File: src/rtl/keycode_tx.sv
`default_nettype none
// ============================================================================
// Module      : keycode_tx
// Description : Keypad code transmitter. Replays a stored multi-digit code
//               onto a 4-bit key bus, one digit per valid/ready handshake,
//               then watches the lock's `locked` output and reports whether
//               the code opened it (pass) or was rejected up front (err).
// Config      : KEYTX_RETRY_EN - when defined, a first WAIT timeout triggers
//               one complete resend of the code before giving up.
// Revision    : 1.0 - initial release
// ============================================================================
module keycode_tx #(
    parameter int NUM_DIGITS = 6,   // digits per code (1..15), digit 0 sent first
    parameter int GAP_CYCLES = 1,   // idle cycles between digits, 0 = back-to-back
    parameter int TIMEOUT    = 15   // max WAIT cycles for locked==0 (>=1)
) (
    input  logic                    clk,
    input  logic                    reset,
    input  logic                    start,
    input  logic [4*NUM_DIGITS-1:0] code,
    output logic [3:0]              key,
    output logic                    key_valid,
    input  logic                    key_ready,
    input  logic                    locked,
    output logic                    busy,
    output logic                    done,
    output logic                    pass,
    output logic                    err
);

    // Counter widths: the gap counter only needs to hold 0..GAP_CYCLES-1,
    // the timer must reach TIMEOUT itself.
    localparam int GW = (GAP_CYCLES > 1) ? $clog2(GAP_CYCLES) : 1;
    localparam int TW = $clog2(TIMEOUT + 1);

    localparam logic [3:0]    LAST_INDEX = 4'(NUM_DIGITS - 1);
    localparam logic [GW-1:0] GAP_LAST   = GW'((GAP_CYCLES > 0) ? (GAP_CYCLES - 1) : 0);
    localparam logic [TW-1:0] TIMER_LAST = TW'(TIMEOUT);
    localparam logic [TW-1:0] TIMER_ONE  = TW'(1);
    localparam logic [3:0]    KEY_IDLE   = 4'hF;
    localparam logic [3:0]    DIGIT_MAX  = 4'd9;

    typedef enum logic [2:0] {
        S_IDLE  = 3'd0,
        S_CHECK = 3'd1,
        S_SEND  = 3'd2,
        S_GAP   = 3'd3,
        S_WAIT  = 3'd4,
        S_DONE  = 3'd5
    } state_t;

    state_t                  state_q, state_d;
    logic [4*NUM_DIGITS-1:0] code_q,  code_d;
    logic [3:0]              index_q, index_d;
    logic [GW-1:0]           gap_q,   gap_d;
    logic [TW-1:0]           timer_q, timer_d;
    logic                    pass_q,  pass_d;
    logic                    err_q,   err_d;
`ifdef KEYTX_RETRY_EN
    logic                    retry_q, retry_d;
`endif

    logic [NUM_DIGITS-1:0]   digit_bad;
    logic [3:0]              cur_digit;

    // One flag per stored digit: set when the digit is not a decimal key.
    for (genvar g = 0; g < NUM_DIGITS; g++) begin : g_digit_check
        assign digit_bad[g] = (code_q[4*g +: 4] > DIGIT_MAX);
    end

    // Select the digit addressed by the current index from the captured code.
    always_comb begin
        cur_digit = KEY_IDLE;
        for (int i = 0; i < NUM_DIGITS; i++) begin
            if (index_q == 4'(i)) begin
                cur_digit = code_q[4*i +: 4];
            end
        end
    end

    // State and datapath registers; reset abandons any sequence in flight.
    always_ff @(posedge clk or posedge reset) begin
        if (reset) begin
            state_q <= S_IDLE;
            code_q  <= '0;
            index_q <= '0;
            gap_q   <= '0;
            timer_q <= '0;
            pass_q  <= 1'b0;
            err_q   <= 1'b0;
`ifdef KEYTX_RETRY_EN
            retry_q <= 1'b0;
`endif
        end else begin
            state_q <= state_d;
            code_q  <= code_d;
            index_q <= index_d;
            gap_q   <= gap_d;
            timer_q <= timer_d;
            pass_q  <= pass_d;
            err_q   <= err_d;
`ifdef KEYTX_RETRY_EN
            retry_q <= retry_d;
`endif
        end
    end

    // Next-state and Moore outputs of the transmit sequencer.
    always_comb begin
        state_d   = state_q;
        code_d    = code_q;
        index_d   = index_q;
        gap_d     = gap_q;
        timer_d   = timer_q;
        pass_d    = pass_q;
        err_d     = err_q;
`ifdef KEYTX_RETRY_EN
        retry_d   = retry_q;
`endif
        key_valid = 1'b0;
        busy      = 1'b1;
        done      = 1'b0;

        case (state_q)
            S_IDLE: begin
                busy = 1'b0;
                if (start) begin
                    code_d  = code;
                    pass_d  = 1'b0;
                    err_d   = 1'b0;
                    index_d = '0;
                    gap_d   = '0;
                    timer_d = '0;
`ifdef KEYTX_RETRY_EN
                    retry_d = 1'b0;
`endif
                    state_d = S_CHECK;
                end
            end

            // Reject the whole code before anything reaches the bus.
            S_CHECK: begin
                if (|digit_bad) begin
                    err_d   = 1'b1;
                    pass_d  = 1'b0;
                    state_d = S_DONE;
                end else begin
                    state_d = S_SEND;
                end
            end

            // key/key_valid stay put until the lock accepts the digit.
            S_SEND: begin
                key_valid = 1'b1;
                if (key_ready) begin
                    if (index_q == LAST_INDEX) begin
                        timer_d = TIMER_ONE;
                        state_d = S_WAIT;
                    end else begin
                        index_d = index_q + 4'd1;
                        if (GAP_CYCLES == 0) begin
                            state_d = S_SEND;
                        end else begin
                            gap_d   = '0;
                            state_d = S_GAP;
                        end
                    end
                end
            end

            S_GAP: begin
                if (gap_q == GAP_LAST) begin
                    state_d = S_SEND;
                end else begin
                    gap_d = gap_q + GW'(1);
                end
            end

            // An unlock seen on the final timer cycle still counts as a pass.
            S_WAIT: begin
                if (!locked) begin
                    pass_d  = 1'b1;
                    state_d = S_DONE;
                end else if (timer_q == TIMER_LAST) begin
`ifdef KEYTX_RETRY_EN
                    if (!retry_q) begin
                        retry_d = 1'b1;
                        index_d = '0;
                        gap_d   = '0;
                        state_d = (GAP_CYCLES == 0) ? S_SEND : S_GAP;
                    end else begin
                        pass_d  = 1'b0;
                        state_d = S_DONE;
                    end
`else
                    pass_d  = 1'b0;
                    state_d = S_DONE;
`endif
                end else begin
                    timer_d = timer_q + TW'(1);
                end
            end

            S_DONE: begin
                done    = 1'b1;
                state_d = S_IDLE;
            end

            default: begin
                state_d = S_IDLE;
            end
        endcase
    end

    assign key  = key_valid ? cur_digit : KEY_IDLE;
    assign pass = pass_q;
    assign err  = err_q;

endmodule
`default_nettype wire
File: config.mk
export PLATFORM = sky130hd
export DESIGN_NAME = keycode_tx
export DESIGN_NICKNAME = d
export VERILOG_FILES = /design/src/rtl/keycode_tx.sv
export SDC_FILE = /design/constraint.sdc
export NUM_CORES = 1
export LEC_CHECK = 0
export CORE_UTILIZATION = 65
export DETAILED_ROUTE_END_ITERATION = 8
export DONT_BUFFER_PORTS = 1
export GPL_TIMING_DRIVEN = 0
export PLACE_DENSITY = 0.93
export SLEW_MARGIN = 20
export SYNTH_ARGS = -nofsm -noshare
export SYNTH_HDL_FRONTEND = slang
export SYNTH_SLANG_ARGS = --single-unit
File: constraint.sdc
create_clock -name clk -period 5.84 [get_ports clk]
set_input_delay 1.168 -clock clk [delete_from_list [all_inputs] [get_ports clk]]
set_output_delay 1.168 -clock clk [all_outputs]
set_load 0.01 [all_outputs]
==> impl_metrics.tcl <==
set metrics [dict create \
    outcome "finished, violations left" \
    violations "DRC" \
    dp_hpwl_mm 3.13 \
    ctsResizeCount 0 \
    antenna_found_initial 0 \
    tns_ns 0 \
    core-area_mm2 0.00283 \
    track_usage_pct 29.4 \
    cp-start-kind "register" \
    drc 1 \
    finalHoldViolations 0 \
    area_delta_synth_final_pct 6.18 \
    holdWs_ns 0.510 \
    rsz0062_at_grt "no" \
    fmax_mhz 289 \
    period_share_pct 59.3 \
    synthTopCellsByArea "dfrtp_1 (46%), nand2_1 (13%), o21ai_0 (4.5%)" \
    clockBufferDepth 2 \
    power_mw 1.07 \
    cts_made_buffers 5 \
    cp_max_fo 10 \
    syn_area_mm2 0.00200 \
    ir_drop_v 0.000305 \
    dieArea_mm2 0.00331 \
    routedWlPerCell_um 16.4 \
    row_count 19 \
    drive_gt1_share_pct 9.66 \
    grt_pass1_wl_mm 7.22 \
    io_buffers 0 \
    setup_viol 0 \
    worst_pin_slew_ns 0.762 \
    post-route-cell-area_mm2 0.00213 \
    holdBufCountCts 0 \
    cts_tree "yes" \
    firstDrtPassIters 7 \
    yosysUniqueCellTypes 39 \
    ios 38 \
    path_clk_slew_ns 0.11 \
    critPathKind "register to primary output" \
    yosysTopAreaCell "dfrtp_1" \
    ys_ff_latch 37 \
    grt_max_degree 38 \
    synthAdderAreaFrac_pct 3.12 \
    period_minus_slack_ns 3.46 \
    first_iter_violations 82 \
    synth_compound_area_share_pct 18.3 \
    cts_root_buf "clkbuf_4" \
    path_cells "inv_1, ha_1, clkbuf_1, and4bb_2, a221oi_1, o21ai_0" \
    end_kind "primary output" \
    nNetsFinal 271 \
    max_stage_delay_ns 0.44 \
    p_leak_nw 1.05 \
    synthDominantCellAreaShare_pct 46.2 \
    layout.cells.non_filler 269 \
    synthSimpleGateAreaFrac_pct 23.5 \
    holdPathStages 2 \
    die_width_um 57.5 \
    initial_core_util_pct 70.9 \
    critPathSlowestCell "dfrtp_1" \
    drtAntennaViolNets 0 \
    fillers 205 \
    skew_ns 0.00828 \
    slew_viol_final 0 \
    dpl_cell_area_mm2 0.00204 \
    viasPerCell 6.32 \
    grt_overflow 0 \
    crit_required_ns 4.67 \
    wirelength_mm 4.41 \
    clk_latency_ns 0.35 \
    synth_top_family_by_area "simple AND/OR/NAND/NOR gates" \
    htree_levels 2 \
    avgSynthCellArea_um2 8.71 \
    grt_pass1_vias 1640 \
    arrival_ns 2.29 \
    cts.sinks 37 \
    relSlewSlack_pct 49.1 \
    antennaDiodeCount 0 \
    synth_nets 264 \
    hold_class "register to register" \
    p_per_area_mw_per_mm2 502 \
    synth_mux_area_share_pct 3.81 \
    die_h_um 57.5 \
    synth_xor_area_share_pct 0 \
    r2r_cells 7 \
    cap_violations 0 \
    vias 1700 \
    placed_cells_incl_taps 261 \
    place.gp.congestion 0.888 \
    cts_setup_buffers 0 \
    synth_warnings 0 \
    synthCells 230 \
    yosysSeqAreaShare_pct 46.2 \
]
[kinds of logic (layout without fill, tap and decap cells)]
| kind of cell | after synthesis | after routing |
|---|---|---|
| simple gates | 105 | 105 |
| buf+inv | 23 | 31 |
| fa+ha+maj | 5 | 5 |
| mux | 7 | 7 |
| flops | 37 | 37 |
| compound gates | 53 | 53 |
[synthesized netlist by cell type]
master,n
o21ai_0,18
nor4_1,1
o22ai_1,5
a21o_1,3
and3b_1,1
a211oi_1,3
ha_1,5
and2_1,2
nand2b_1,3
a2111o_1,1
buf_6,1
buf_4,1
dfrtp_1,37
o221a_2,1
a21boi_2,1
nand4_1,3
and3_1,1
clkbuf_1,5
inv_1,12
nor2_1,10
nand2_1,68
a21oi_1,2
a221oi_1,9
and4bb_2,1
a21o_2,1
buf_2,3
buf_1,1
or3_1,4
nand3_1,3
mux2i_1,2
o31ai_1,1
and3_2,1
a21boi_0,1
nand3b_1,1
a211o_1,1
mux2_2,5
nor3_1,2
o21a_1,6
nor3b_1,4
[metrics by stage]
step	util, %	setup WS, ns
after global routing	75.2	2.22
final	75.2	2.38
after global placement	72.2	2.82
after detailed placement	72.2	2.80
after CTS	75.2	2.41
after floorplan	-	3.09
[report_power, final]
part,internal (mW),leakage (nW),switching (mW),total (mW)
sequential,0.360,0.469,0.0780,0.438
clock,0.102,0.0455,0.0845,0.187
combinational,0.176,0.533,0.269,0.445
total,0.638,1.05,0.431,1.07
[registers in the layout (all words and copies together), names as in the netlist]
name,flops
index_q,4
pass,1
code_q,24
state_q,3
timer_q,4
err,1
[routing by layer]
layer | global-route usage, % | share of wire, % | routed length (µm) | vias to the layer above
met4 | 12.5 | 0.91 | 40 | 0
met1 | 39.2 | 44 | 1930 | 811
met3 | 7.71 | 7.5 | 330 | 6
met2 | 45.7 | 48 | 2110 | 80
met5 | 0 | 0 | 0 | -
li1 | - | - | - | 803
[cell type report]
| type | instances | area (µm²) | area share [%] |
|---|---|---|---|
| Tap cell | 31 | 38.8 | 1.82 |
| Buffer | 11 | 56.3 | 2.65 |
| Clock buffer | 7 | 55.1 | 2.59 |
| Inverter | 12 | 45.0 | 2.12 |
| Clock inverter | 1 | 30.0 | 1.41 |
| Sequential cell | 37 | 926 | 43.5 |
| Multi-Input combinational cell | 170 | 977 | 45.9 |
[worst paths after layout]
path | slack [ns] | end | start
max | 2.38 | key[0] | index_q[1]
min | 0.51 | code_q[12] | code_q[12]
max reg2reg | 3.80 | timer_q[2] | index_q[1]
min reg2reg | 0.51 | code_q[12] | code_q[12]
max in group asynchronous | 4.53 | pass | reset
min in group asynchronous | 0.83 | code_q[16] | reset
[worst max-delay path, delay by kind of cell (launching register included)]
kind,cells,cell delay (ns)
AND/OR/NAND/NOR,1,0.32
flip-flops,1,0.44
AO/OA/AOI/OAI,2,0.55
buffers and inverters,2,0.43
adder cells (fa/ha/maj),1,0.20
[cells in the final DEF, fill, tap and decap left out, types with 4 or more instances in the layout]
master     n
o21a_1     6
o21ai_0   18
mux2_2     5
nand2_1   68
or3_1      4
inv_1     11
dfrtp_1   37
o22ai_1    5
ha_1       5
a221oi_1   9
clkbuf_1   6
clkbuf_4   5
nor2_1    10
nor3b_1    4
Power figures use the tool's default switching activity.
